==> src/rtl/td4_core_if.sv <==
// td4_core_if: ROM/port bus between the TD4 core and its surroundings
interface td4_core_if #(parameter int W = 4, parameter int PC_W = 4);
  logic [W+3:0]   instr;
  logic [W-1:0]   regIN;
  logic           run;
  logic           resume;
  logic [PC_W-1:0] regPC;
  logic [W-1:0]   regOUT;
  logic           out_valid;
  logic           carry;
  logic           halted;
  modport master (input instr, regIN, run, resume, output regPC, regOUT, out_valid, carry, halted);
  modport slave (output instr, regIN, run, resume, input regPC, regOUT, out_valid, carry, halted);
endinterface

==> src/rtl/td4_core.sv <==
// td4_core: TD4-style 4-bit CPU core with RUN/HALT control and async active-low clear
module td4_core #(parameter int W = 4, parameter int PC_W = 4) (
  input logic clk,
  input logic clr,
  td4_core_if.master bus
);
  typedef enum logic {RUN, HALT} state_t;
  state_t state, state_nx;
  logic [W-1:0] a, b, out, src, im;
  logic [PC_W-1:0] pc, pc_nx, target;
  logic [W+PC_W-1:0] im_ext;
  logic [W:0] sum;
  logic [3:0] op;
  logic c, ov, exec;
  assign op = bus.instr[W+3:W];
  assign im = bus.instr[W-1:0];
  assign exec = (state == RUN) && bus.run;
  assign im_ext = {{PC_W{1'b0}}, im};
  assign target = im_ext[PC_W-1:0];
  // 10xx reads B for bit1=0 and the bare immediate for bit1=1
  assign src = op[3] ? (op[1] ? '0 : b) : (op[1:0] == 2'b00 ? a : op[1:0] == 2'b01 ? b : op[1:0] == 2'b10 ? bus.regIN : '0);
  assign sum = {1'b0, src} + {1'b0, im};
  assign pc_nx = op == 4'b1110 ? (c ? pc + PC_W'(1) : target) : op == 4'b1111 ? target : pc + PC_W'(1);
  always_comb begin
    state_nx = state;
    if (state == HALT && bus.resume) state_nx = RUN;
    if (exec && op == 4'b1100) state_nx = HALT;
  end
  always_ff @(posedge clk or negedge clr) begin
    if (!clr) begin
      state <= RUN;
      a <= '0;
      b <= '0;
      out <= '0;
      c <= 1'b0;
      pc <= '0;
      ov <= 1'b0;
    end else begin
      state <= state_nx;
      ov <= exec && op[3:2] == 2'b10;
      if (exec) begin
        pc <= pc_nx;
        if (op[3:2] != 2'b11) c <= sum[W];
        if (op[3:2] == 2'b00) a <= sum[W-1:0];
        if (op[3:2] == 2'b01) b <= sum[W-1:0];
        if (op[3:2] == 2'b10) out <= sum[W-1:0];
      end
    end
  end
  assign bus.regPC = pc;
  assign bus.regOUT = out;
  assign bus.out_valid = ov;
  assign bus.carry = c;
  assign bus.halted = state == HALT;
endmodule

==> src/flat_wrapper.sv <==
// flat-port wrapper written by rule: the top's interface ports become plain ports
module td4_core_flat 
#(parameter int W = 4, parameter int PC_W = 4)
  (clk, clr, bus_instr, bus_regIN, bus_run, bus_resume, bus_regPC, bus_regOUT, bus_out_valid, bus_carry, bus_halted);
  td4_core_if #(.W(W), .PC_W(PC_W)) bus_i ();
  input logic clk;
  input logic clr;
  input wire logic [$bits(bus_i.instr)-1:0] bus_instr;
  input wire logic [$bits(bus_i.regIN)-1:0] bus_regIN;
  input wire logic [$bits(bus_i.run)-1:0] bus_run;
  input wire logic [$bits(bus_i.resume)-1:0] bus_resume;
  output wire logic [$bits(bus_i.regPC)-1:0] bus_regPC;
  output wire logic [$bits(bus_i.regOUT)-1:0] bus_regOUT;
  output wire logic [$bits(bus_i.out_valid)-1:0] bus_out_valid;
  output wire logic [$bits(bus_i.carry)-1:0] bus_carry;
  output wire logic [$bits(bus_i.halted)-1:0] bus_halted;
  assign bus_i.instr = bus_instr;
  assign bus_i.regIN = bus_regIN;
  assign bus_i.run = bus_run;
  assign bus_i.resume = bus_resume;
  assign bus_regPC = bus_i.regPC;
  assign bus_regOUT = bus_i.regOUT;
  assign bus_out_valid = bus_i.out_valid;
  assign bus_carry = bus_i.carry;
  assign bus_halted = bus_i.halted;
  td4_core #(.W(W), .PC_W(PC_W)) u_core (.clk(clk), .clr(clr), .bus(bus_i));
endmodule
==> config.mk <==
export PLATFORM = sky130hd
export DESIGN_NAME = td4_core_flat
export DESIGN_NICKNAME = d
export VERILOG_FILES = /design/src/rtl/td4_core_if.sv /design/src/rtl/td4_core.sv /design/src/flat_wrapper.sv
export SDC_FILE = /design/constraint.sdc
export NUM_CORES = 1
export LEC_CHECK = 0
export BUFFER_PORTS_ARGS = -buffer_cell sky130_fd_sc_hd__buf_2
export CAP_MARGIN = 25
export CORE_MARGIN = 2
export CORE_UTILIZATION = 51
export CTS_CLUSTER_DIAMETER = 30
export CTS_CLUSTER_SIZE = 28
export DETAILED_ROUTE_END_ITERATION = 7
export HOLD_SLACK_MARGIN = 0.1
export PLACE_DENSITY = 0.77
export SLEW_MARGIN = 20
export SYNTH_ARGS = -nofsm -noshare
export SYNTH_HDL_FRONTEND = slang
export SYNTH_SLANG_ARGS = --single-unit
==> constraint.sdc <==
create_clock -name clk -period 2.01 [get_ports clk]
set_input_delay 0.201 -clock clk [delete_from_list [all_inputs] [get_ports clk]]
set_output_delay 0.201 -clock clk [all_outputs]
set_load 0.02 [all_outputs]
==> impl_metrics.yaml <==
logic_synthesis:
  ys_warn_count: 0
  syn_nets: 124
  synth-compound-area-share_pct: 13.97
  yosys.area_share.simple_pct: 13.97
  synth_xor_xnor_area_share_pct: 1.643
  ys_seq_area_share_pct: 44.60
  ys_ff_latch: 19
  netlist_instances: 102
  synth_top_family_by_area: "compound AO/OA/AOI/OAI gates"
  muxShareOfSynthArea_pct: 12.68
  synth_cell_types: 32
  syn_area_per_cell_um2: 10.45
  synth_fa_ha_area_share_pct: 7.746
  synthesis.area_um2: 1066
clock_network:
  cts_tree: "yes"
  clockRootBuffer: "clkbuf_4"
  cts_num_sinks: 19
  clk_latency_ns: 0.30
  post_cts.repair.setup_buffers: 0
  numCtsBuffers: 3
  clock_path_buffers: 2
  cts_htree_levels: 1
  hold_buffers: 2
  cts-resized-gates: 0
  clk_pin_slew_ns: 0.11
critical_path:
  cp_top_family: "compound AO/OA/AOI/OAI gates"
  worstPathArrival_ns: 1.95
  worst_setup_path_start_kind: "register"
  worstPathCellList: "mux2i_1, o21ai_1, ha_1, a21o_1, a21oi_1, xnor2_1, mux2_4"
  cp-end-kind: "register"
  path_buf_inv: 0
  slowest_stage: "dfrtp_1"
  cp_max_fo: 3
  slowest_delay_ns: 0.40
  crit_type: "reg -> reg"
  required_ns: 2.21
sta:
  final.setup.tns_ns: 0
  fin_skew_ns: 0.002284
  fin_crit_ns: 1.744
  slew-limit-headroom_pct: 70.85
  rsz0062_at_grt: "false"
  setup-violations-final: 0
  min_period_over_period_pct: 86.78
  fmaxAchievable_ghz: 0.5733
  worst_slew_pin_slew_ns: 0.4372
  whs_ns: 0.1630
  slew_violations: 0
  hold_viol: 0
global_route:
  grt_max_degree: 20
  grt_pass1_vias: 859
  grt-ovfl-total: 0
  grt_antenna_before_repair: 0
  grt_pass1_wl_um: 3753
  grt_usage_pct: 20.47
place:
  place_hpwl_um: 1634
  place_inst: 153
  gp_congestion: 0.7981
  port_buffers: 26
pwr:
  total_power_w: 0.001359
  ir_drop_v: 0.0007761
  leakagePower_nw: 0.6206
  p_per_area_nw_per_um2: 1073
detailed_routing:
  dr.pass1.iters: 4
  ant_nets: 0
  vias: 839
  wl_per_cell_um: 13.25
  drt-total-wl_um: 2107
  drc_errors: 0
  viasPerCell: 5.277
  drtIter0Drc: 12
finish:
  antenna_cells: 0
  final_cell_mix: "buf_2, dfrtp_1, o21ai_0"
  fin_cells: 159
  final_common_cell: "buf_2"
  fillers: 175
  area_delta_synth_final_pct: 18.78
  drive_above_1_share_pct: 31.82
  final_nets: 155
floorplan:
  dieArea_um2: 2472
  die_x_um: 49.72
  fp-row-count: 16
  core_um2: 1962
  pin_count: 27
  die_h_um: 49.72
  start_util_pct: 54.34
run:
  cap_viol_max_count: 0
run_status:
  status: "finished clean"
min_path:
  hp-class: "in -> reg"
-- stage by stage --
step,setup WS (ns),area (um^2),utilization (%)
global route,0.09117,1266,64.54
detailed placement,0.04576,1219,62.12
global placement,0.09843,1219,62.12
floorplan,0.06123,1071,-
finish,0.2657,1266,64.54
CTS,0.2535,1266,64.54
-- metal layers --
layer	track usage, %	wire, um	part of all wire, %
met1	25.69	985	47
met2	34.67	997	47
met3	3.636	83	3.9
met4	8.333	41	1.9
met5	0	0	0
-- layout make-up --
class                      instances  area (um^2)  area share (%)
clock inverter                     1        5.005          0.3953
sequential                        19        475.5           37.55
inverter                           7        26.28           2.075
timing repair buffer              30        165.2           13.04
clock buffer                       3        22.52           1.779
tap                               27        33.78           2.668
multi-input combinational         72        538.0           42.49
-- power breakdown --
| group | leakage [nW] | internal (W) | switching, W |
|---|---|---|---|
| logic | 0.370 | 0.000249 | 0.000289 |
| registers | 0.232 | 0.000523 | 0.000100 |
| clock network | 0.0177 | 0.0000744 | 0.000123 |
| total | 0.621 | 0.000847 | 0.000512 |
-- cells in the mapped netlist --
cell type | count | area (um^2)
a21o_1 | 1 | 7.510
inv_1 | 7 | 26.28
nand3_1 | 7 | 35.03
a2bb2oi_1 | 2 | 17.52
o311ai_0 | 1 | 8.760
nand2_1 | 11 | 41.29
nand4_1 | 1 | 6.260
xor2_1 | 1 | 8.760
buf_6 | 2 | 22.52
nor2_1 | 1 | 3.750
nand2b_4 | 1 | 13.76
nor2_2 | 1 | 6.260
clkbuf_1 | 1 | 3.750
o2111ai_2 | 1 | 15.01
mux2_4 | 2 | 30.03
xnor2_1 | 1 | 8.760
fa_1 | 1 | 20.02
nor3_1 | 1 | 5.000
mux2i_1 | 6 | 60.06
nor2b_1 | 1 | 6.260
buf_2 | 1 | 5.000
ha_1 | 5 | 62.56
a21oi_1 | 4 | 20.02
o21ai_1 | 1 | 5.000
o21a_1 | 1 | 7.510
or3_1 | 1 | 6.260
dfrtp_1 | 19 | 475.5
and2b_4 | 1 | 10.01
nand3b_1 | 2 | 15.01
o211ai_1 | 1 | 7.510
mux2_2 | 4 | 45.04
o21ai_0 | 12 | 60.06
-- cell families (layout without fill, tap and decap cells) --
kind of cell / Yosys count / count (layout)
muxes: 12 / 12
and+or+nand+nor: 28 / 28
DFF: 19 / 19
adders and majority gates: 6 / 6
AOI/OAI and AO/OA: 24 / 24
buffers and inverters: 11 / 41
xor gates and xnor gates: 2 / 2
-- worst register-to-register path, stage by stage, from the launching register on --
cell and delay (ns):
dfrtp_1 0.40, mux2i_1 0.15, o21ai_1 0.10, ha_1 0.27, a21o_1 0.17, a21oi_1 0.17
xnor2_1 0.11, mux2_4 0.27
-- state kept, by name, summed over array words and instances, names as in the netlist --
name / flops
u_core.a: 4
u_core.b: 4
u_core.bus.carry: 1
u_core.bus.halted: 1
u_core.bus.out_valid: 1
u_core.bus.regOUT: 4
u_core.bus.regPC: 4
-- worst paths after layout --
kind / start / endpoint / slack, ns / cells after the start
max reg2reg: u_core.b[1] / u_core.a[3] / 0.27 / 7
min reg2reg: u_core.a[1] / u_core.a[1] / 0.50 / 2
max: u_core.b[1] / u_core.a[3] / 0.27 / 7
max in group asynchronous: clr / u_core.bus.regOUT[1] / 1.37 / 2
min: bus_instr[0] / u_core.bus.regPC[0] / 0.16 / 3
min in group asynchronous: clr / u_core.bus.regPC[0] / 0.34 / 2
Note: power is estimated with default switching activity, not from simulation.
